--- config.mk ---
export PLATFORM = sky130hd
export DESIGN_NAME = wb_pattern_master
export DESIGN_NICKNAME = d
export VERILOG_FILES = /design/src/rtl/wb_pattern_pkg.sv /design/src/rtl/wbm_beat_gen.sv /design/src/rtl/wb_pattern_master.sv
export SDC_FILE = /design/constraint.sdc
export NUM_CORES = 1
export LEC_CHECK = 0
export CAP_MARGIN = 30
export CORE_UTILIZATION = 25
export DETAILED_ROUTE_END_ITERATION = 10
export SLEW_MARGIN = 20
export SYNTH_ARGS = -nofsm -noshare
export SYNTH_HDL_FRONTEND = slang
export SYNTH_SLANG_ARGS = --single-unit
--- constraint.sdc ---
create_clock -name wb_clk_i -period 5.3 [get_ports wb_clk_i]
set_clock_uncertainty 0.2 [all_clocks]
set_input_delay 1.06 -clock wb_clk_i [delete_from_list [all_inputs] [get_ports wb_clk_i]]
set_output_delay 1.06 -clock wb_clk_i [all_outputs]
set_load 0.01 [all_outputs]
--- src/rtl/wb_pattern_pkg.sv ---
// Shared definitions for the Wishbone pattern tester: FSM state encoding and
// the Wishbone cycle-type identifiers driven on wb_cti_o.
package wb_pattern_pkg;

    typedef enum logic [2:0] {
        IDLE,
        WAIT_INIT,
        WR_BURST,
        WR_GAP,
        RD_BURST,
        RD_GAP,
        FIN
    } state_t;

    localparam logic [2:0] CTI_CLASSIC = 3'b000;
    localparam logic [2:0] CTI_INCR    = 3'b010;
    localparam logic [2:0] CTI_EOB     = 3'b111;

    localparam int CNT_W = 16;

endpackage

--- src/rtl/wbm_beat_gen.sv ---
// Beat generator: tracks the current beat's address, pattern data and the
// position inside the current burst and inside the whole phase.
module wbm_beat_gen
    import wb_pattern_pkg::*;
#(
    parameter int dw     = 32,
    parameter int APP_AW = 26,
    parameter int BL     = 8
) (
    input  logic              i_clk,
    input  logic              i_rst_n,
    input  logic              i_load,
    input  logic              i_restart,
    input  logic              i_advance,
    input  logic [APP_AW-1:0] i_base_addr,
    input  logic [CNT_W-1:0]  i_num_words,
    input  logic [dw-1:0]     i_seed,
    output logic [APP_AW-1:0] o_addr,
    output logic [dw-1:0]     o_data,
    output logic              o_last_beat,
    output logic              o_last_in_burst,
    output logic              o_zero_words
);

    localparam logic [APP_AW-1:0] STEP       = APP_AW'(dw / 8);
    localparam logic [3:0]        BURST_LAST = 4'(BL - 1);

    logic [APP_AW-1:0] r_base;
    logic [dw-1:0]     r_seed;
    logic [CNT_W-1:0]  r_num;
    logic [APP_AW-1:0] r_addr;
    logic [dw-1:0]     r_data;
    logic [CNT_W-1:0]  r_beat;
    logic [3:0]        r_burst;

    // Address and data advance incrementally so no multiplier is needed;
    // restart rewinds both to beat 0 for the read-back phase.
    always_ff @(posedge i_clk or negedge i_rst_n) begin
        if (!i_rst_n) begin
            r_base  <= '0;
            r_seed  <= '0;
            r_num   <= '0;
            r_addr  <= '0;
            r_data  <= '0;
            r_beat  <= '0;
            r_burst <= '0;
        end else if (i_load) begin
            r_base  <= i_base_addr;
            r_seed  <= i_seed;
            r_num   <= i_num_words;
            r_addr  <= i_base_addr;
            r_data  <= i_seed;
            r_beat  <= '0;
            r_burst <= '0;
        end else if (i_restart) begin
            r_addr  <= r_base;
            r_data  <= r_seed;
            r_beat  <= '0;
            r_burst <= '0;
        end else if (i_advance) begin
            r_addr  <= r_addr + STEP;
            r_data  <= r_data + dw'(1);
            r_beat  <= r_beat + CNT_W'(1);
            r_burst <= o_last_in_burst ? 4'd0 : r_burst + 4'd1;
        end
    end

    assign o_addr          = r_addr;
    assign o_data          = r_data;
    assign o_last_beat     = (r_beat == r_num - CNT_W'(1));
    assign o_last_in_burst = (r_burst == BURST_LAST) || o_last_beat;
    assign o_zero_words    = (r_num == '0);

endmodule

--- src/rtl/wb_pattern_master.sv ---
// Wishbone pattern tester: writes seed+i to consecutive words in bursts,
// reads them back, counts mismatches and reports done/timeout.
module wb_pattern_master
    import wb_pattern_pkg::*;
#(
    parameter int dw     = 32,
    parameter int APP_AW = 26,
    parameter int BL     = 8,
    parameter int TMO    = 1024
) (
    input  logic              wb_clk_i,
    input  logic              wb_resetn,
    input  logic              start,
    input  logic [APP_AW-1:0] base_addr,
    input  logic [15:0]       num_words,
    input  logic [dw-1:0]     seed,
    input  logic              sdr_init_done,
    output logic              wb_cyc_o,
    output logic              wb_stb_o,
    output logic              wb_we_o,
    output logic [APP_AW-1:0] wb_addr_o,
    output logic [dw-1:0]     wb_dat_o,
    output logic [dw/8-1:0]   wb_sel_o,
    output logic [2:0]        wb_cti_o,
    input  logic              wb_ack_i,
    input  logic [dw-1:0]     wb_dat_i,
    output logic              busy,
    output logic              done,
    output logic              timeout,
    output logic [15:0]       err_cnt,
    output logic [APP_AW-1:0] first_err_addr
);

    localparam int TW = $clog2(TMO + 1);

    state_t            r_state;
    state_t            w_next;
    logic [TW-1:0]     r_tmo_cnt;
    logic              r_timeout;
    logic [15:0]       r_err_cnt;
    logic [APP_AW-1:0] r_first_err_addr;

    logic              w_in_burst;
    logic              w_ack;
    logic              w_tmo;
    logic              w_load;
    logic              w_restart;
    logic              w_advance;
    logic [APP_AW-1:0] w_addr;
    logic [dw-1:0]     w_data;
    logic              w_last_beat;
    logic              w_last_in_burst;
    logic              w_zero_words;

    assign w_in_burst = (r_state == WR_BURST) || (r_state == RD_BURST);
    assign w_ack      = w_in_burst && wb_ack_i;
    assign w_tmo      = w_in_burst && !wb_ack_i && (r_tmo_cnt == TW'(TMO - 1));
    assign w_load     = (r_state == IDLE) && start;
    assign w_restart  = (r_state == WR_BURST) && w_ack && w_last_beat;
    assign w_advance  = w_ack && !w_restart;

    wbm_beat_gen #(
        .dw     (dw),
        .APP_AW (APP_AW),
        .BL     (BL)
    ) u_beat_gen (
        .i_clk           (wb_clk_i),
        .i_rst_n         (wb_resetn),
        .i_load          (w_load),
        .i_restart       (w_restart),
        .i_advance       (w_advance),
        .i_base_addr     (base_addr),
        .i_num_words     (num_words),
        .i_seed          (seed),
        .o_addr          (w_addr),
        .o_data          (w_data),
        .o_last_beat     (w_last_beat),
        .o_last_in_burst (w_last_in_burst),
        .o_zero_words    (w_zero_words)
    );

    always_ff @(posedge wb_clk_i or negedge wb_resetn) begin
        if (!wb_resetn) begin
            r_state <= IDLE;
        end else begin
            r_state <= w_next;
        end
    end

    always_comb begin
        w_next   = r_state;
        wb_cyc_o = w_in_burst;
        wb_stb_o = w_in_burst;
        wb_we_o  = (r_state == WR_BURST);
        wb_sel_o = {(dw/8){w_in_burst}};
        wb_cti_o = CTI_CLASSIC;
        busy     = (r_state != IDLE) && (r_state != FIN);
        done     = (r_state == FIN);
        if (w_in_burst) begin
            wb_cti_o = w_last_in_burst ? CTI_EOB : CTI_INCR;
        end
        case (r_state)
            IDLE:      if (start) w_next = WAIT_INIT;
            WAIT_INIT: if (sdr_init_done) w_next = w_zero_words ? FIN : WR_BURST;
            WR_BURST: begin
                if (w_ack) begin
                    if (w_last_beat)          w_next = RD_GAP;
                    else if (w_last_in_burst) w_next = WR_GAP;
                end else if (w_tmo) begin
                    w_next = FIN;
                end
            end
            WR_GAP:    w_next = WR_BURST;
            RD_BURST: begin
                if (w_ack) begin
                    if (w_last_beat)          w_next = FIN;
                    else if (w_last_in_burst) w_next = RD_GAP;
                end else if (w_tmo) begin
                    w_next = FIN;
                end
            end
            RD_GAP:    w_next = RD_BURST;
            FIN:       w_next = IDLE;
            default:   w_next = IDLE;
        endcase
    end

    // Timeout counter measures consecutive unacknowledged strobe cycles;
    // the first mismatch address is captured while the error count is still zero.
    always_ff @(posedge wb_clk_i or negedge wb_resetn) begin
        if (!wb_resetn) begin
            r_tmo_cnt        <= '0;
            r_timeout        <= 1'b0;
            r_err_cnt        <= '0;
            r_first_err_addr <= '0;
        end else begin
            r_tmo_cnt <= (w_in_burst && !wb_ack_i) ? r_tmo_cnt + TW'(1) : '0;
            if (w_load) begin
                r_timeout        <= 1'b0;
                r_err_cnt        <= '0;
                r_first_err_addr <= '0;
            end else begin
                if (w_tmo) r_timeout <= 1'b1;
                if ((r_state == RD_BURST) && w_ack && (wb_dat_i != w_data)) begin
                    if (r_err_cnt != 16'hFFFF) r_err_cnt <= r_err_cnt + 16'd1;
                    if (r_err_cnt == 16'd0)    r_first_err_addr <= w_addr;
                end
            end
        end
    end

    assign wb_addr_o      = w_addr;
    assign wb_dat_o       = w_data;
    assign timeout        = r_timeout;
    assign err_cnt        = r_err_cnt;
    assign first_err_addr = r_first_err_addr;

endmodule
* After elaboration in Yosys (flattened, before gate mapping)
Index checks and enable logic that the tools add are counted.
** Storage, ports and cells
- Register bits after elaboration :: 209
- Input port bits :: 111
- Output and inout bits :: 113
- Logic and storage cells :: 96
** Cells by class
- $add $sub $neg :: 7
- Equal/unequal tests :: 16
- Mux-type cells :: 35
- Reduce and logical (&&, ||, !) cells :: 26
** Operators with widths (number)
- $mux W26 :: 6
- $mux W16 :: 6
- $mux W32 :: 3
- $mux W3 :: 12
- $add A16 B1 Y16 const B :: 2
- $add A32 B1 Y32 const B :: 1
- $logic_not A16 Y1 :: 2
- $ne A32 B32 Y1 :: 1
- $add A26 B3 Y26 const B :: 1
- $pmux W3 S6 :: 1
- $eq A16 B16 Y1 :: 1
- $mux W4 :: 4
- $ne A16 B16 Y1 const B :: 1
- $sub A16 B1 Y16 const B :: 1
- $add A11 B1 Y11 const B :: 1
- $eq A11 B10 Y1 const B :: 1
- $mux W11 :: 1
- $logic_and A1 B1 Y1 :: 10
- $eq A3 B3 Y1 const B :: 3
- $ne A4 B2 Y1 const B :: 2
- $reduce_bool A2 Y1 :: 4
- $eq A3 B2 Y1 const B :: 2
- $reduce_bool A3 Y1 :: 2
- $add A4 B1 Y4 const B :: 1
- 10 further kinds :: 15

* Longest topological paths before layout
- Depth in word-level cells :: 10
- Mapped depth :: 12
- Depth with buffers taken out :: 10

* Hierarchy
A second synthesis with hierarchy kept.
** Unflattened totals
- Cell total of the unflattened synthesis :: 1221
- Area total of the unflattened synthesis :: 11463.5 sq um
** By module, submodules not included
- wbm_beat_gen :: instances 1, cells an instance 864, area each 8129.0 sq um, seq. area each 3803.6 sq um
- wb_pattern_master :: instances 1, cells an instance 357, area each 3334.4 sq um, seq. area each 1426.4 sq um

* Worst setup path before layout
No wires, ideal clock.
- Kind :: reg2out
- Start :: register u_beat_gen.r_num[0]
- End :: output wb_cti_o[2]
- Arrival time :: 2.622 ns
- Data required time :: 4.040 ns
- Setup slack :: 1.418 ns
- Stages on the path, launching flop included :: 11
- Buffers on the path :: 1
- Cell sequence :: dfrtp_1 -> inv_1 -> ha_1 -> nor3b_2 -> a41oi_1 -> nand3b_1 -> nor4b_2 -> nand4_1 -> and2_1 -> nor2b_1 -> buf_4
** On the way
- Cells in the longest elaborated chain, start to end :: 5
** Ends and longest elaborated chain
- from (decl) :: RTL line wbm_beat_gen.sv:30 : logic [CNT_W-1:0] r_num;
- from (signal assigned) :: RTL line wbm_beat_gen.sv:50 : r_num <= i_num_words;
- $sub A16 B1 Y16 :: RTL line wbm_beat_gen.sv:70 : assign o_last_beat = (r_beat == r_num - CNT_W'(1));
- $eq A16 B16 Y1 :: RTL line wbm_beat_gen.sv:70
- $logic_or A1 B1 Y1 :: RTL line wbm_beat_gen.sv:71 : assign o_last_in_burst = (r_burst == BURST_LAST) || o_last_beat;
- $mux W3 :: RTL line wb_pattern_master.sv:100 : wb_cti_o = w_last_in_burst ? CTI_EOB : CTI_INCR;
- $mux W3 :: RTL line wb_pattern_master.sv:99 : if (w_in_burst) begin
- to (decl) :: RTL line wb_pattern_master.sv:24 : output logic [2:0] wb_cti_o,
Every way passes these cells.

* Final worst setup path
Same ends and word-level chain as after synthesis.

==> out/metrics.cfg <==
[synthesis]
synth_seq_cells=209
yosys.area.top_type=dfrtp_1
synth.top_cell.area_share=0.4575
synth_top_family_by_area=simple AND/OR/NAND/NOR gates
synth_cell_types=65
synth_fa_ha_area_frac=0.008757
synth_nets=1486
avgSynthCellArea_sq_um=8.362
synth-edff-count=0
netlist_area_sq_um=11430
synth_xor_area_frac=0.06130
netlist_top_cells_area=dfrtp_1 46%, nand2_1 12%, xor2_1 4.5%
synth-simple-area-share=0.2630
yosys_warnings=0
synthArstFlopShare=1.000
synth_cells=1367
synth-compound-area-share=0.1507
synthFlopType=dfrtp_1
synthMuxAreaShare=0.02134
synth_seq_area_share=0.4575

[final_layout]
mostFrequentLayoutCells=361 x nand2_1, 222 x clkdlybuf4s50_1, 209 x dfrtp_1
mostFrequentLayoutCell=nand2_1
fillers=4678
final_util=0.3417
final_area_sq_um=15270
synthToLayoutAreaGrowth_pct=33.62
nets=1678
layout-drive-gt1-share=0.05834

[power_and_ir_drop]
pwr-share-comb=0.416
seqPwrFrac=0.355
leakage_nw=6.510
netSwitchingFraction=0.4042
finalPower_mw=8.349
max-vdd-ir-drop_mv=0.2761
clockPowerShare=0.229
p_sw_mw=3.374
powerDensity_nw_per_um2=546.6
intPower_mw=4.975

[critical_path]
crit_path_start_kind=register
worstPathArrival_ns=3.85
cp_slowest_cell=clkdlybuf4s50_1
crit_chain=inv_1 > ha_1 > nor3b_4 > buf_4 > nand4b_1 > a211oi_1 > nand4_1 > and2_1 > nor2b_1 > clkdlybuf4s50_1
crit_path_max_incr_delay_ns=0.59
endpoint_kind=output pin
critical_path_class=register to output pin
crit_path_max_fanout=7
required_ns=4.04

[sta]
fmax_mhz=195.8
finalWorstSetupSlack_ns=0.1931
finalCritPeriodShare=0.9636
setup_violations=0
slew_violations=0
finalHoldViolations=0
relSlewSlack=0.3477
period_needed_ns=5.107
tightest_slew_ns=0.9696
hold_slack_ns=0.2609

[global_routing]
track_usage=0.1656
grt_pass1_vias=10430
grt_overflow=0
antenna_found_initial=3
grt_pass1_wl_microns=60860
grt_max_degree=95

[clock_network]
tritoncts=built
htree_levels=1
cts_buffer_depth=3
clkTransAtPathRegs_ns=0.05
cts_sinks=209
cts-root-buf=clkbuf_16
clk_latency_ns=0.55
cts_buffers=26

[placed_design]
port_buffers=223
place_ws_ns=0.5646
hpwlAfterDp_microns=27190
placed_area_sq_um=14300
gp_congestion=0.8263

[floorplanning]
num_io_pins=224
core.rowCount=77
die_x_microns=215.8
die_h_microns=215.8
start_util=0.2557
coreArea_sq_um=44700
die_area_sq_um=46580

[detailed_routing]
route.met3.wl_microns=2436
wl_per_cell_microns=18.03
drc=0
routed-wl-met2_microns=18170
ant_nets=0
via_per_inst=5.000
dr.pass1.iters=5
vias=10860
wirelength_microns=39150
drtIter0Drc=859
wl_met1_microns=17720
top_layer=met4

[status]
outcome=finished clean

[min_path]
hold_class=register to register

[flow_run]
maxCapViolCount=0

-- per-layer routing --
layer | vias to the layer above | GRT usage
li1 | 5143 | -
met1 | 5242 | 0.2258
met2 | 425 | 0.2691
met3 | 46 | 0.02227
met4 | 0 | 0.05437
met5 | - | 0
-- power groups by stage --
stage / registers [mW] / logic, mW / clock network, mW
3_3_place_gp: 2.94 / 3.36 / 0
4_1_cts: 2.94 / 3.48 / 1.97
2_1_floorplan: 2.78 / 2.04 / 0
3_5_place_dp: 2.96 / 3.46 / 0
6_report: 2.96 / 3.47 / 1.91
5_1_grt: 3.05 / 3.84 / 2.03
-- metrics by stage --
step                 TNS [ns]  instances
floorplan                   0       1367
global placement            0       2118
detailed placement          0       2119
CTS                         0       2165
global route        -0.003926       2171
finish                      0       2171
-- worst paths after layout --
kind | startpoint | endpoint | slack, ns | cells past startpoint
setup reg to reg | u_beat_gen.r_num[0] | u_beat_gen.o_data[27] | 1.60 | 11
max in group asynchronous | wb_resetn | timeout | 3.43 | 2
setup / recovery | u_beat_gen.r_num[0] | wb_cti_o[2] | 0.19 | 10
min in group asynchronous | wb_resetn | u_beat_gen.r_num[10] | 0.39 | 1
hold / removal | u_beat_gen.r_base[4] | u_beat_gen.r_base[4] | 0.26 | 2
hold reg to reg | u_beat_gen.r_base[4] | u_beat_gen.r_base[4] | 0.26 | 2
-- sequential cells by signal, summed over array words and instances (netlist names), 16 cells and up --
name               cells
first_err_addr        26
u_beat_gen.o_addr     26
u_beat_gen.r_base     26
u_beat_gen.r_seed     32
err_cnt               16
u_beat_gen.r_num      16
u_beat_gen.o_data     32
u_beat_gen.r_beat     16
-- area by class of cell --
cell class	count	area [sq um]	area share
Inverter	14	52.55	0.003440
Clock buffer	40	824.5	0.05398
Timing Repair Buffer	248	2479	0.1623
Sequential cell	209	5230	0.3424
Multi-Input combinational cell	1060	5838	0.3822
Clock inverter	6	105.1	0.006881
Tap cell	592	740.7	0.04849
Antenna cell	2	5.005	0.0003277
-- cells by family after synthesis --
kind of cell,count (synthesis)
XOR/XNOR,80
multiplexers,24
AO/OA/AOI/OAI,281
flip-flops,209
AND/OR/NAND/NOR,667
buffers and inverters,98
adder cells (fa/ha/maj),8
-- timing repair --
| item | in CTS | in global routing |
|---|---|---|
| setup buffers | 0 | 3 |
| endpoints found under the setup margin | 2 | 2 |
| hold endpoints to repair | 0 | 0 |
| resized for setup | 1 | 1 |
| hold buffers | 0 | 0 |
-- Yosys cell counts, drive strengths merged (4+ instances only) --
library cell / instances
inv: 14
o311ai: 4
a22o: 9
a211oi: 12
nand3: 49
nand4: 25
and3: 27
a21oi: 68
and4: 4
xnor2: 21
o2111ai: 6
a221oi: 6
a31oi: 11
a21boi: 7
o211ai: 13
nand2b: 6
nor3: 30
a21o: 9
nand3b: 7
buf: 24
ha: 8
and2: 6
o21ai: 102
clkbuf: 60
or3: 13
o22ai: 7
nor4: 24
nand2: 363
dfrtp: 209
nor3b: 5
a41oi: 4
xor2: 59
nor2: 96
o21a: 4
mux2i: 21
-- worst max-delay path, delay by kind of cell, from the launching register on --
| kind | cells | cell delay, ns |
|---|---|---|
| AND/OR/NAND/NOR | 5 | 1.34 |
| buffers and inverters | 3 | 0.87 |
| flip-flops | 1 | 0.44 |
| AO/OA/AOI/OAI | 1 | 0.42 |
| adder cells (fa/ha/maj) | 1 | 0.25 |
(Power assumes the default switching activity.)
